**src/rtl/fp_conv_pkg.sv**
```systemverilog
// Shared widths, FSM encoding and IEEE-754 helpers for the fixed-to-float converter scheduler.
package fp_conv_pkg;

    localparam int INT_W    = 8;
    localparam int POINT_W  = 3;
    localparam int FP_W     = 32;
    localparam int EXP_W    = 8;
    localparam int EXP_BIAS = 127;
    localparam int MANT_W   = 23;

    localparam logic [1:0] IDLE = 2'd0;
    localparam logic [1:0] WAIT = 2'd1;
    localparam logic [1:0] RESP = 2'd2;

    typedef enum logic [1:0] {
        StIdle = IDLE,
        StWait = WAIT,
        StResp = RESP
    } state_e;

    // Signed zero: the only result the scheduler can produce without the converter.
    function automatic logic [FP_W-1:0] fp_zero(input logic sign);
        return {sign, {(FP_W-1){1'b0}}};
    endfunction

    // Value = (-1)^sign * mag / 2^point, always exactly representable in single precision.
    function automatic logic [FP_W-1:0] fix_to_fp(input logic [INT_W-1:0]   mag,
                                                  input logic [POINT_W-1:0] point,
                                                  input logic               sign);
        logic [FP_W-1:0]   res;
        logic [EXP_W-1:0]  expo;
        logic [MANT_W:0]   ext;
        int                msb;
        res = fp_zero(sign);
        msb = -1;
        for (int i = 0; i < INT_W; i++) begin
            if (mag[i]) msb = i;
        end
        if (msb >= 0) begin
            expo = EXP_W'(msb - int'(point) + EXP_BIAS);
            ext  = (MANT_W+1)'(mag) << (MANT_W - msb);
            res  = {sign, expo, ext[MANT_W-1:0]};
        end
        return res;
    endfunction

endpackage

```
**src/rtl/fp_conv_scheduler_if.sv**
```systemverilog
// Requester and converter bus of the scheduler; slave is the scheduler, master the environment.
interface fp_conv_scheduler_if #(
    parameter int unsigned NUM_REQ = 4
);
    import fp_conv_pkg::*;

    localparam int ID_W = $clog2(NUM_REQ);

    logic [NUM_REQ-1:0]         req_valid;
    logic [INT_W*NUM_REQ-1:0]   req_int;
    logic [POINT_W*NUM_REQ-1:0] req_point;
    logic [NUM_REQ-1:0]         req_sign;
    logic [NUM_REQ-1:0]         req_ready;

    logic [INT_W-1:0]           conv_int;
    logic [POINT_W-1:0]         conv_point;
    logic                       conv_sign;
    logic                       conv_start;
    logic [FP_W-1:0]            conv_data;

    logic                       resp_valid;
    logic [ID_W-1:0]            resp_id;
    logic [FP_W-1:0]            resp_data;

    modport slave (
        input  req_valid, req_int, req_point, req_sign, conv_data,
        output req_ready, conv_int, conv_point, conv_sign, conv_start,
        output resp_valid, resp_id, resp_data
    );

    modport master (
        output req_valid, req_int, req_point, req_sign, conv_data,
        input  req_ready, conv_int, conv_point, conv_sign, conv_start,
        input  resp_valid, resp_id, resp_data
    );

endinterface

```
**src/rtl/fp_rr_arbiter.sv**
```systemverilog
// Combinational round-robin arbiter: first asserted request at or after ptr, wrapping modulo N.
module fp_rr_arbiter #(
    parameter int unsigned N = 4
) (
    input  logic [N-1:0]         req,
    input  logic [$clog2(N)-1:0] ptr,
    input  logic                 enable,
    output logic [N-1:0]         grant,
    output logic [$clog2(N)-1:0] grant_idx
);
    localparam int unsigned IDX_W = $clog2(N);

    int unsigned      idx;
    logic [IDX_W-1:0] sel;
    logic             found;

    always_comb begin
        grant     = '0;
        grant_idx = '0;
        found     = 1'b0;
        idx       = 0;
        sel       = '0;
        for (int unsigned off = 0; off < N; off++) begin
            idx = 32'(ptr) + off;
            if (idx >= N) idx = idx - N;
            sel = IDX_W'(idx);
            if (enable && !found && req[sel]) begin
                found      = 1'b1;
                grant[sel] = 1'b1;
                grant_idx  = sel;
            end
        end
    end

endmodule

```
**src/rtl/fp_conv_scheduler.sv**
```systemverilog
// Round-robin scheduler sharing one fixed-latency fixed-to-float converter between requesters.
// Optional: define FP_CONV_SCHED_ZERO_BYPASS_EN to answer zero-magnitude operands without the converter.
module fp_conv_scheduler
    import fp_conv_pkg::*;
#(
    parameter int unsigned NUM_REQ      = 4,
    parameter int unsigned CONV_LATENCY = 10
) (
    input  logic              clk,
    input  logic              rst,
    fp_conv_scheduler_if.slave bus,
    output logic              busy
);
    localparam int unsigned ID_W  = $clog2(NUM_REQ);
    localparam int unsigned CNT_W = $clog2(CONV_LATENCY + 1);

    state_e             state_q;
    logic [ID_W-1:0]    ptr_q;
    logic [ID_W-1:0]    owner_q;
    logic [CNT_W-1:0]   cnt_q;

    logic [NUM_REQ-1:0] grant;
    logic [ID_W-1:0]    win_idx;
    logic               arb_en;
    logic               accept;
    logic               bypass;
    logic [INT_W-1:0]   win_int;
    logic [POINT_W-1:0] win_point;
    logic               win_sign;

    // Grant is suppressed during the reset cycle so no requester sees a phantom accept.
    assign arb_en = (state_q == StIdle) && !rst;

    fp_rr_arbiter #(
        .N (NUM_REQ)
    ) u_arb (
        .req       (bus.req_valid),
        .ptr       (ptr_q),
        .enable    (arb_en),
        .grant     (grant),
        .grant_idx (win_idx)
    );

    assign bus.req_ready = grant;
    assign accept        = |grant;
    assign busy          = (state_q != StIdle);

    always_comb begin
        win_int   = '0;
        win_point = '0;
        win_sign  = 1'b0;
        for (int i = 0; i < int'(NUM_REQ); i++) begin
            if (grant[i]) begin
                win_int   = bus.req_int[i*INT_W +: INT_W];
                win_point = bus.req_point[i*POINT_W +: POINT_W];
                win_sign  = bus.req_sign[i];
            end
        end
    end

`ifdef FP_CONV_SCHED_ZERO_BYPASS_EN
    assign bypass = (win_int == '0);
`else
    assign bypass = 1'b0;
`endif

    always_ff @(posedge clk) begin
        if (rst) begin
            state_q        <= StIdle;
            ptr_q          <= '0;
            owner_q        <= '0;
            cnt_q          <= '0;
            bus.conv_int   <= '0;
            bus.conv_point <= '0;
            bus.conv_sign  <= 1'b0;
            bus.conv_start <= 1'b0;
            bus.resp_valid <= 1'b0;
            bus.resp_id    <= '0;
            bus.resp_data  <= '0;
        end else begin
            bus.conv_start <= 1'b0;
            bus.resp_valid <= 1'b0;
            unique case (state_q)
                StIdle: begin
                    if (accept) begin
                        bus.conv_int   <= win_int;
                        bus.conv_point <= win_point;
                        bus.conv_sign  <= win_sign;
                        owner_q        <= win_idx;
                        cnt_q          <= '0;
                        ptr_q          <= (win_idx == ID_W'(NUM_REQ - 1)) ? '0
                                                                          : win_idx + ID_W'(1);
                        if (bypass) begin
                            state_q        <= StResp;
                            bus.resp_valid <= 1'b1;
                            bus.resp_id    <= win_idx;
                            bus.resp_data  <= fp_zero(win_sign);
                        end else begin
                            state_q        <= StWait;
                            bus.conv_start <= 1'b1;
                        end
                    end
                end
                StWait: begin
                    // Capture on the edge ending the CONV_LATENCY-th WAIT cycle.
                    if (cnt_q == CNT_W'(CONV_LATENCY - 1)) begin
                        state_q        <= StResp;
                        bus.resp_valid <= 1'b1;
                        bus.resp_id    <= owner_q;
                        bus.resp_data  <= bus.conv_data;
                    end else begin
                        cnt_q <= cnt_q + CNT_W'(1);
                    end
                end
                StResp: begin
                    state_q <= StIdle;
                end
                default: begin
                    state_q <= StIdle;
                end
            endcase
        end
    end

endmodule

```
**src/flat_wrapper.sv**
```systemverilog
// flat-port wrapper written by rule: the top's interface ports become plain ports
module fp_conv_scheduler_flat import fp_conv_pkg::*;
#(
    parameter int unsigned NUM_REQ      = 4,
    parameter int unsigned CONV_LATENCY = 10
)
  (clk, rst, busy, bus_req_valid, bus_req_int, bus_req_point, bus_req_sign, bus_conv_data, bus_req_ready, bus_conv_int, bus_conv_point, bus_conv_sign, bus_conv_start, bus_resp_valid, bus_resp_id, bus_resp_data);
  fp_conv_scheduler_if #(.NUM_REQ(NUM_REQ)) bus_i ();
  input  logic clk;
  input  logic rst;
  output logic busy;
  input wire logic [$bits(bus_i.req_valid)-1:0] bus_req_valid;
  input wire logic [$bits(bus_i.req_int)-1:0] bus_req_int;
  input wire logic [$bits(bus_i.req_point)-1:0] bus_req_point;
  input wire logic [$bits(bus_i.req_sign)-1:0] bus_req_sign;
  input wire logic [$bits(bus_i.conv_data)-1:0] bus_conv_data;
  output wire logic [$bits(bus_i.req_ready)-1:0] bus_req_ready;
  output wire logic [$bits(bus_i.conv_int)-1:0] bus_conv_int;
  output wire logic [$bits(bus_i.conv_point)-1:0] bus_conv_point;
  output wire logic [$bits(bus_i.conv_sign)-1:0] bus_conv_sign;
  output wire logic [$bits(bus_i.conv_start)-1:0] bus_conv_start;
  output wire logic [$bits(bus_i.resp_valid)-1:0] bus_resp_valid;
  output wire logic [$bits(bus_i.resp_id)-1:0] bus_resp_id;
  output wire logic [$bits(bus_i.resp_data)-1:0] bus_resp_data;
  assign bus_i.req_valid = bus_req_valid;
  assign bus_i.req_int = bus_req_int;
  assign bus_i.req_point = bus_req_point;
  assign bus_i.req_sign = bus_req_sign;
  assign bus_i.conv_data = bus_conv_data;
  assign bus_req_ready = bus_i.req_ready;
  assign bus_conv_int = bus_i.conv_int;
  assign bus_conv_point = bus_i.conv_point;
  assign bus_conv_sign = bus_i.conv_sign;
  assign bus_conv_start = bus_i.conv_start;
  assign bus_resp_valid = bus_i.resp_valid;
  assign bus_resp_id = bus_i.resp_id;
  assign bus_resp_data = bus_i.resp_data;
  fp_conv_scheduler #(.NUM_REQ(NUM_REQ), .CONV_LATENCY(CONV_LATENCY)) u_core (.clk(clk), .rst(rst), .bus(bus_i), .busy(busy));
endmodule
```
**config.mk**
```make
export PLATFORM = sky130hd
export DESIGN_NAME = fp_conv_scheduler_flat
export DESIGN_NICKNAME = d
export VERILOG_FILES = /design/src/rtl/fp_conv_pkg.sv /design/src/rtl/fp_conv_scheduler_if.sv /design/src/rtl/fp_rr_arbiter.sv /design/src/rtl/fp_conv_scheduler.sv /design/src/flat_wrapper.sv
export SDC_FILE = /design/constraint.sdc
export NUM_CORES = 1
export LEC_CHECK = 0
export BUFFER_PORTS_ARGS = -buffer_cell sky130_fd_sc_hd__buf_2
export CAP_MARGIN = 20
export CORE_MARGIN = 4
export CORE_UTILIZATION = 49
export CTS_BUF_LIST = sky130_fd_sc_hd__clkbuf_8
export CTS_CLUSTER_SIZE = 8
export DETAILED_ROUTE_END_ITERATION = 6
export GPL_TIMING_DRIVEN = 0
export PLACE_DENSITY = 0.83
export SLEW_MARGIN = 20
export SYNTH_ARGS = -nofsm -noshare
export SYNTH_HDL_FRONTEND = slang
export SYNTH_SLANG_ARGS = --single-unit
```
**constraint.sdc**
```tcl
create_clock -name clk -period 3.6 [get_ports clk]
set_input_delay 0.18 -clock clk [delete_from_list [all_inputs] [get_ports clk]]
set_output_delay 0.18 -clock clk [all_outputs]
set_load 0.05 [all_outputs]
```
# Word-level counts from Yosys, hierarchy flattened
# Index checks and enable logic that the tools add are counted.
[totals]
regBits = 58
out_inout_bits = 53
wordCells = 121
[op_classes]
addsub = 9
order_cmp = 12
n_eq_ne = 6
n_mux = 52
n_bitwise = 5
reduce_logical = 26
[op_table]
columns = ["op", "count"]
rows = [
  ["two-way mux 8 bit", 4],
  ["two-way mux 4 bit", 6],
  ["two-way mux 2 bit", 11],
  ["two-way mux 1 bit", 17],
  ["logical AND 1 bit", 12],
  ["less-than comparator 2 x 3 -> 1 bit, second input constant", 4],
  ["two-way mux 3 bit", 4],
  ["OR 4 bit", 3],
  ["greater-or-equal comparator 3 bit, second input constant", 3],
  ["binary-select mux 1 bit (select 2 bit)", 4],
  ["demux 1 bit (select 2 bit)", 4],
  ["greater-or-equal comparator 2 x 1 -> 1 bit, second input constant", 4],
  ["case mux 4 bit (2 select lines)", 1],
  ["subtractor 2 x 1 -> 2 bit, second input constant", 4],
  ["adder 2 x 2 -> 3 bit, second input constant", 2],
  ["AND reduction 2 bit", 3],
  ["adder 4 x 1 -> 4 bit, second input constant", 1],
  ["equality test 4 bit, second input constant", 1],
  ["logical NOT 1 bit", 4],
  ["!= test 2 x 1 -> 1 bit, second input constant", 2],
  ["case mux 2 bit (2 select lines)", 1],
  ["nonzero test 2 bit", 2],
  ["OR reduction 2 bit", 2],
  ["OR reduction 4 bit", 1],
  ["other kinds (9)", 10],
]

# Depth between registers and ports, before layout
# Gate-level depths: netlist (run 1).
[logic_depth]
ltp_word = 22
mapped_depth = 13

# Hierarchy
# A second synthesis (run 1) with hierarchy kept.
[unflattened]
hier_cells = 361
area_unflattened_um2 = 3133.0
[modules_own_cells]
columns = ["module", "n_inst", "cells_per_inst", "area_per_inst_um2", "seq_area_each_um2"]
rows = [
  ["fp_conv_scheduler", 1, 288, 2562.5, 1161.1],
  ["fp_rr_arbiter", 1, 73, 570.5, 0.0],
]

# Worst setup path before layout (run 1)
# OpenSTA, ideal clock, no wires.
[synth_path]
kind = "reg2reg"
start = "reg u_core.ptr_q[0]"
end = "reg u_core.owner_q[0]"
t_arrival_ns = 3.212
required_time_ns = 3.484
slack_ns = 0.272
path_stages_with_launch = 13
path_cell_list = "dfxtp_1 -> buf_2 -> inv_1 -> ha_1 -> buf_6 -> mux4_2 -> buf_6 -> nor3_4 -> a21bo_1 -> nand2_1 -> and4bb_1 -> buf_4 -> a31o_2"
[synth_between]
elab_chain_len = 20
elab_cells_between_ends = 69
cone_classes = "add/sub: 7; order compare: 12; mux: 31; bitwise: 3; reduce/logical: 16"
[synth_lines]
columns = ["element", "line_no", "text"]
rows = [
  ["from (decl)", "fp_conv_scheduler.sv:18", "logic [ID_W-1:0] ptr_q;"],
  ["from (signal assigned)", "fp_conv_scheduler.sv:91", "ptr_q <= (win_idx == ID_W'(NUM_REQ - 1)) ? '0"],
  ["branches (longest 17 deep; another with adder 2 x 1 -> 3 bit)", "n/a", ""],
  ["two-way mux 4 bit *", "fp_rr_arbiter.sv:27", "if (enable && !found && req[sel]) begin"],
  ["named net bus_req_ready[0]", "flat_wrapper.sv:17", "output wire logic [$bits(bus_i.req_ready)-1:0] bus_req_ready;"],
  ["OR reduction 4 bit *", "fp_conv_scheduler.sv:45", "assign accept = |grant;"],
  ["AND reduction 2 bit (no source line) *", "n/a", ""],
  ["to (signal assigned)", "fp_conv_scheduler.sv:89", "owner_q <= win_idx;"],
  ["to (decl)", "fp_conv_scheduler.sv:19", "logic [ID_W-1:0] owner_q;"],
]
# Mark *: on every way through the listed nets, which the timed path passes. The select of a mux whose other input is x is not followed.
# A chain may end at the register's enable or synchronous reset.

# Worst setup path after layout (run 1)
[layout_path]
start = "reg u_core.ptr_q[0]"
end = "out bus_req_ready[3]"
[layout_between]
elab_chain_len = 18
elab_cells_between_ends = 63
cone_classes = "add/sub: 7; order compare: 12; mux: 27; bitwise: 3; reduce/logical: 14"
[layout_lines]
columns = ["element", "line_no"]
rows = [
  ["branches (longest 17 deep; another with adder 2 x 1 -> 3 bit)", "n/a"],
  ["two-way mux 4 bit *", "fp_rr_arbiter.sv:27"],
  ["to (decl)", "flat_wrapper.sv:17"],
]
# Every way passes the cells marked *. The select of a mux whose other input is x is not followed.

==> key figures, run 1 <==
Floorplanning
  • # IOs: 139
  • Die Y: 87.15 um
  • Die area: 7594 um2
  • Row count: 28
  • Die W: approximately 87 um
  • Initial core utilization: 51.23%
  • Core Footprint: 5991 um2

Layout
  • Antenna diodes: 0
  • Fillers: 519
  • Area Growth Syn to Fin: 33.10%
  • Final core area utilization: 68.19%
  • Layout cells sized above 1: 35.05%
  • Nets: 633
  • Final instance area: just over 4000 um2
  • Final non-filler cell total: 620

STA
  • Worst-Margin Slew: 0.6258 ns
  • Maximum clock rate: 289.6 MHz
  • Tmin final: approximately 3.5 ns
  • Max-slew violations: 0
  • Rel. slew slack: approximately three fifths
  • Final Hold Fails: 0
  • RSZ-0062 raised after global routing: false
  • # setup viols final: 0
  • Clock skew: 0.007628 ns
  • Final period utilization: a little over nine tenths
  • Setup_tns: 0 ns

Power and ir drop
  • Switching share of total power: 40.31%
  • Design Power: 2.518 mW
  • PwrDens: 616.4 nW/um2
  • Switching Power: between 1 and 1.5 mW
  • Maximum VDD drop: 0.0005108 V
  • Flop pwr share: approximately 30%
  • Logic pwr share: 45.9%
  • Clock power share: 24.0%
  • Leakage power figure: about 1.9 nW
  • Pint: 1.503 mW

Placement
  • # placed instances: between 600 and 700
  • Routability-driven placement congestion ratio: approximately 0.86
  • Cell Area, Placed: slightly below 4000 um2
  • I/O Buffers: 138
  • Hpwl dp: 6877 um

Routing
  • Post-route ant nets: 0
  • Residual DRC: 0
  • Wire per inst: 14.65 um
  • Via-per-instance ratio: between 5 and 6
  • Post-Route WL: 9084 um
  • Vias post-DR: around 3300
  • DRT Pass-1 Iters: 6
  • DRT iter0 DRCs: roughly 150

Min path
  • Hold crit path type: input pin to flip-flop
  • Hold_sp: bus_conv_data[24]
  • Hold EP: u_core.bus.resp_data[24]
  • Worst hold path stage count: 3

Worst setup path
  • R2R Path End: u_core.bus.conv_int[7]
  • Critical Path End Type: primary output
  • Setup Crit Path Kind: flip-flop to primary output
  • CP required: 3.42 ns
  • WP data arrival: 3.27 ns
  • Path depth of the worst reg2reg path: 12
  • CP Launch Type: flip-flop
  • FF-to-FF Start: u_core.ptr_q[0]
  • CP max FO: 10
  • R2R Setup Slk: 0.19 ns

Logic synthesis
  • Ys async rst share: 0%
  • Flops & latches, synth: 58
  • Mapped Nets: 483
  • Post-synthesis cell area: 3069 um2
  • Top_reg_cell synth: dfxtp_1
  • Unique masters post-synth: 44
  • Syn avg cell area: slightly below 8 um2
  • Register area share after synthesis: 37.83%
  • Syn Inst Count: 390
  • EDFF count, synth: 0
  • Synth warn: 0

Clocking
  • CTS Hold Buffers Added: 0
  • Clock Path Buffers: 2
  • Root Buffer: clkbuf_8
  • Inserted Clock Buffers: 9
  • CTS H-tree lvls: 3
  • CTS tree: built
  • Worst skew pair latency: 0.33 ns
  • Clock tree sinks: 58
  • Clk slew on worst S/H paths: approximately 0.070 ns

GRT
  • First-pass GRT wire length: ~14000 um
  • Gr ovfl total: 0
  • Vias in the first global route: 3178
  • Antenna violations before repair: 0
  • Overall routing resource usage: 23.36%
  • Largest net degree at the start of global routing: 11

Run
  • Max cap viols: 0

Run status
  • Outcome: complete, no violations
-- flip-flops by register name (all words and copies together), names as in the netlist, 2 cells and up --
name                   flops
u_core.state_q             2
u_core.ptr_q               2
u_core.cnt_q               4
u_core.owner_q             2
u_core.bus.resp_id         2
u_core.bus.conv_int        8
u_core.bus.conv_point      3
u_core.bus.resp_data      32
-- Yosys cell counts (2+ instances only) --
cell type  number  area, um2
nand4_1         7      43.79
mux2_2          3      33.78
a21oi_2         9      78.83
ha_1            7      87.58
xor2_1          2      17.52
dfxtp_1        58       1161
nand2_1       113      424.2
buf_6           4      45.04
a31o_2          4      35.03
inv_1           8      30.03
or3_1           2      12.51
nor2_1         19      71.32
nand3b_1        4      30.03
nor3_1          2      10.01
nor2b_1         3      18.77
a31o_1          9      78.83
mux2i_1        15      150.1
mux4_2          3      67.56
buf_2           6      30.03
a21oi_1        47      235.2
nand3_1        11      55.05
o21ai_0        16      80.08
clkbuf_1       16      60.06
a21o_1          2      15.01
-- cell usage in the layout, fill, tap and decap left out, types with 9 or more instances in the layout --
cell type,Yosys,layout
o21ai_0,16,16
mux2i_1,15,15
a21oi_1,47,47
nand2_1,113,113
dfxtp_1,58,58
clkbuf_8,0,11
a31o_1,9,9
buf_2,6,139
inv_1,8,9
nor2_1,19,19
a21oi_2,9,9
nand3_1,11,11
clkbuf_1,16,15
-- layout make-up --
| cell class | instances | area [um2] | area share, % |
|---|---|---|---|
| multi-input combinational | 297 | 1740 | 42.60 |
| sequential | 58 | 1161 | 28.42 |
| timing repair buffer | 139 | 700.7 | 17.15 |
| buffer | 27 | 153.9 | 3.767 |
| clock buffer | 11 | 151.4 | 3.706 |
| tap | 75 | 93.84 | 2.297 |
| clock inverter | 5 | 53.80 | 1.317 |
| inverter | 8 | 30.03 | 0.7351 |
-- how the worst max path moves through the flow --
stage                          from                     end  slack, ns  cells past startpoint
floorplan           u_core.ptr_q[0]       u_core.owner_q[0]       0.27                     12
global placement    u_core.ptr_q[0]  u_core.bus.conv_int[6]       0.19                     13
detailed placement  u_core.ptr_q[0]  u_core.bus.conv_int[6]       0.12                     13
CTS                 u_core.ptr_q[0]        bus_req_ready[3]       0.07                     12
global route        u_core.ptr_q[0]        bus_req_ready[2]      0.008                     10
finish              u_core.ptr_q[0]        bus_req_ready[3]       0.15                     12
-- critical path, stage by stage (launching register included) --
cell and delay, ns:
dfxtp_1 0.42, buf_4 0.22, inv_1 0.17, ha_1 0.34, buf_6 0.13, mux4_2 0.51
buf_6 0.16, nand3b_1 0.09, a21oi_1 0.11, a21oi_2 0.25, buf_4 0.26, inv_1 0.07
buf_2 0.21
-- cell families (layout without fill, tap and decap cells) --
group / count (synthesis) / after routing / synth area share (%)
and+or+nand+nor: 169 / 169 / 23.97
AOI/OAI and AO/OA: 96 / 96 / 19.81
DFF: 58 / 58 / 37.83
buffers and inverters: 35 / 190 / 5.626
muxes: 22 / 22 / 9.050
adders and majority gates: 7 / 7 / 2.854
xor gates and xnor gates: 3 / 3 / 0.8563
-- routing by layer --
metal  vias to the layer above  track usage [%]  routed length (um)
met1                      1566            28.03                3665
met4                         0            7.113                 180
met5                         -                0                   0
met2                       118            40.51                4632
li1                       1643                -                   -
met3                        19            6.528                 606
-- per-stage QoR --
stage | setup WS, ns | hold slack (ns)
4_1_cts | 0.06869 | 0.07404
3_5_place_dp | 0.1235 | 0.4249
5_1_grt | 0.007807 | 0.07355
6_report | 0.1473 | 0.08393
3_3_place_gp | 0.1861 | 0.4209
2_1_floorplan | 0.2717 | 0.3160
-- what timing repair did --
action / in CTS / in global routing
pin swaps: 0 / 1
endpoints found under the setup margin: 2 / 19
resized for setup: 3 / 7
buffers inserted: 0 / 1
-- power by group through the flow --
stage / clock [mW] / sequential [mW] / combinational (mW)
after global placement: 0 / 0.767 / 1.10
final: 0.605 / 0.757 / 1.16
after global routing: 0.648 / 0.764 / 1.25
after CTS: 0.613 / 0.755 / 1.13
after detailed placement: 0 / 0.767 / 1.12
after floorplan: 0 / 0.898 / 0.726
Note: power is estimated with default switching activity, not from simulation.
==> run 2, diff against run 1 <==
==> constraint.sdc (replaced) <==
create_clock -name clk -period 3.6 [get_ports clk]
set_input_delay 0.36 -clock clk [delete_from_list [all_inputs] [get_ports clk]]
set_output_delay 0.36 -clock clk [all_outputs]
set_load 0.05 [all_outputs]
==> run 2 against run 1 <==
Design area is 0.64% higher. Final cell count is 0.32% higher. Die area stayed put. Combinational power hardly changed. Clock power hardly changed. Highest routed layer unchanged. Setup slack better by 0.036 ns. Register-to-register slack better by 0.12 ns. Sequential share of layout area is 0.15 points lower. Maximum frequency is 1.1% higher. Largest cell class unchanged.
==> key figures, run 2 (synthesis results as in run 1) <==
Worst setup path
  • CP required: 3.24 ns (was 3.42 ns)
  • Critical Path End Type: primary output (unchanged)
  • Slowest CP cell: mux4_2 (unchanged)
  • CP bufs+invs: 6 (was 7)
  • Crit-path most repeated cell: buf_4
  • FF-to-FF Start: u_core.ptr_q[0] (unchanged)
  • WP data arrival: 3.06 ns (was 3.27 ns)
  • Setup Crit Path Kind: flip-flop to primary output (unchanged)
  • CP max FO: 10 (unchanged)
  • R2R Setup Slk: 0.31 ns (was 0.19 ns)
  • CP Launch Type: flip-flop (unchanged)
  • R2R Path End: u_core.bus.conv_int[4] (was u_core.bus.conv_int[7])
  • Top Family by Delay on Critical Path: buffers and inverters (unchanged)
  • Crit-path max cell delay: 0.51 ns (about the same)
  • Worst Setup SP: u_core.ptr_q[0] (unchanged)
  • Path depth of the worst reg2reg path: 13 (was 12)
  • CP Cell Sequence: buf_4 -> clkinvlp_4 -> ha_1 -> buf_6 -> mux4_2 -> buf_6 -> a211oi_2 -> a21o_1 -> buf_4 -> buf_4 (was buf_4 -> inv_1 -> ha_1 -> buf_6 -> mux4_2 -> buf_6 -> nand3b_1 -> a21oi_1 -> a21oi_2 -> buf_4 -> inv_1 -> buf_2)

STA
  • Final worst slack: 0.1837 ns (was 0.1473 ns)
  • Tmin final: 3.416 ns (was 3.453 ns)
  • Clock skew: 0.007292 ns (was 0.007628 ns)
  • Final Hold Fails: 0 (unchanged)
  • Max-slew violations: 0 (unchanged)
  • Rel. slew slack: 58.16% (was 58.28%)
  • Maximum clock rate: 292.7 MHz (was 289.6 MHz)
  • RSZ-0062 raised after global routing: false (unchanged)
  • Final period utilization: 94.90% (was 95.91%)
  • Worst-Margin Slew: 0.6276 ns (was 0.6258 ns)
  • # setup viols final: 0 (unchanged)
  • Setup_tns: 0 ns (unchanged)

Layout
  • Area Growth Syn to Fin: 33.96% (was 33.10%)
  • Final non-filler cell total: 622 (was 620)
  • Most frequent cells in the layout: 140 x buf_2, 113 x nand2_1, 57 x dfxtp_1 (was 139 x buf_2, 113 x nand2_1, 58 x dfxtp_1)
  • Fillers: 514 (was 519)
  • Max reg flops: 32 (unchanged)
  • Largest register by flop count: u_core.bus.resp_data (unchanged)
  • Final core area utilization: 68.63% (was 68.19%)
  • Commonest non-fill, non-tap cell in the layout: buf_2 (unchanged)
  • Top flop regs: u_core.bus.resp_data x32, u_core.bus.conv_int x8, u_core.cnt_q x4 (unchanged)
  • Nets: 635 (was 633)
  • Layout cells sized above 1: 35.47% (was 35.05%)
  • Antenna diodes: 0 (unchanged)

Routing
  • Residual DRC: 0 (unchanged)
  • DRT Pass-1 Iters: 5 (was 6)
  • Vias post-DR: 3351 (was 3346)
  • Wire per inst: 14.62 um (was 14.65 um)
  • DRT iter0 DRCs: 123 (was 153)
  • Post-Route WL: 9093 um (was 9084 um)
  • Post-route ant nets: 0 (unchanged)
  • Via-per-instance ratio: 5.387 (was 5.397)

Floorplanning
  • Row count: 28 (unchanged)
  • Die W: 87.15 um (unchanged)
  • # IOs: 139 (unchanged)
  • Initial core utilization: 51.23% (unchanged)
  • Die Y: 87.15 um (unchanged)
  • Die area: 7594 um2 (unchanged)
  • Core Footprint: 5991 um2 (unchanged)

Run
  • Max cap viols: 0 (unchanged)

Placement
  • # placed instances: 603 (unchanged)
  • Hpwl dp: 6877 um (unchanged)
  • Routability-driven placement congestion ratio: 0.8578 (unchanged)
  • Pre-CTS WS: 0.1008 ns (was 0.1235 ns)
  • I/O Buffers: 138 (unchanged)

Min path
  • Hold crit path type: input pin to flip-flop (unchanged)
  • Worst hold path stage count: 3 (unchanged)
  • Hold EP: u_core.bus.resp_data[24] (unchanged)
  • Hold_sp: bus_conv_data[24] (unchanged)

Clocking
  • Clock Path Buffers: 2 (unchanged)
  • Worst skew pair latency: 0.33 ns (about the same)
  • Clk slew on worst S/H paths: 0.07 ns (about the same)
  • Inserted Clock Buffers: 9 (unchanged)
  • CTS tree: built (unchanged)
  • Clock tree sinks: 58 (unchanged)
  • Root Buffer: clkbuf_8 (unchanged)
  • CTS H-tree lvls: 3 (unchanged)

Power and ir drop
  • Maximum VDD drop: 0.0005116 V (was 0.0005108 V)
  • PwrDens: 614.9 nW/um2 (was 616.4 nW/um2)
  • Design Power: 2.528 mW (was 2.518 mW)
  • Leakage power figure: 1.879 nW (was 1.872 nW)

GRT
  • Overall routing resource usage: 23.42% (was 23.36%)
  • First-pass GRT wire length: 14280 um (was 14260 um)
  • Vias in the first global route: 3198 (was 3178)
  • Largest net degree at the start of global routing: 11 (unchanged)
  • Gr ovfl total: 0 (unchanged)
  • Antenna violations before repair: 0 (unchanged)

Run status
  • Outcome: complete, no violations (unchanged)
-- run 2: metrics by stage --
step / area (um2) / hold WS [ns]
finish: 4111 / 0.2644
global route: 4111 / 0.2536
CTS: 4078 / 0.2540
detailed placement: 3854 / 0.4434
global placement: 3854 / 0.4393
floorplan: 3069 / 0.4324
-- run 2: tightest hold or removal path, cell delays in order --
cell and delay [ns]:
buf_2 0.10, nand2_1 0.04, a21oi_1 0.05
-- run 2: worst max-delay path by stage --
stage                             end  slack (ns)  cells after the start
finish               bus_req_ready[1]        0.18                     10
floorplan           u_core.owner_q[0]        0.27                     12
global placement     bus_req_ready[1]        0.15                     10
detailed placement   bus_req_ready[1]        0.10                     10
global route         bus_req_ready[1]        0.03                     10
CTS                  bus_req_ready[3]       0.008                     12
-- run 2: layout make-up --
cell class	instances	area, um2	share of cell area [%]
multi-input cells	297	1747	42.48
flip-flops and latches	58	1162	28.27
repair buffers	141	715.7	17.41
plain buffers	27	153.9	3.743
clock buffers	11	151.4	3.682
well taps	75	93.84	2.282
clock inverters	5	53.80	1.309
inverters	8	33.78	0.8217
-- run 2: where the power goes --
group / total (mW) / internal (mW) / switching (mW)
combinational: 1.17 / 0.443 / 0.723
clock: 0.605 / 0.353 / 0.252
sequential: 0.756 / 0.712 / 0.0441
-- run 2: repair_timing --
action | 4_1_cts | 5_1_grt
hold buffers | 0 | 0
buffers inserted | 0 | 3
setup endpoints to repair | 3 | 14
gates resized for setup | 6 | 4
pin swaps | 0 | 1
-- run 2: routing by layer --
| layer | track usage (%) | vias up | share of wire, % |
|---|---|---|---|
| met5 | 0 | - | 0 |
| met3 | 6.623 | 23 | 7.0 |
| met2 | 40.51 | 119 | 51 |
| met1 | 27.97 | 1560 | 40 |
| met4 | 7.531 | 0 | 2.3 |
| li1 | - | 1649 | - |
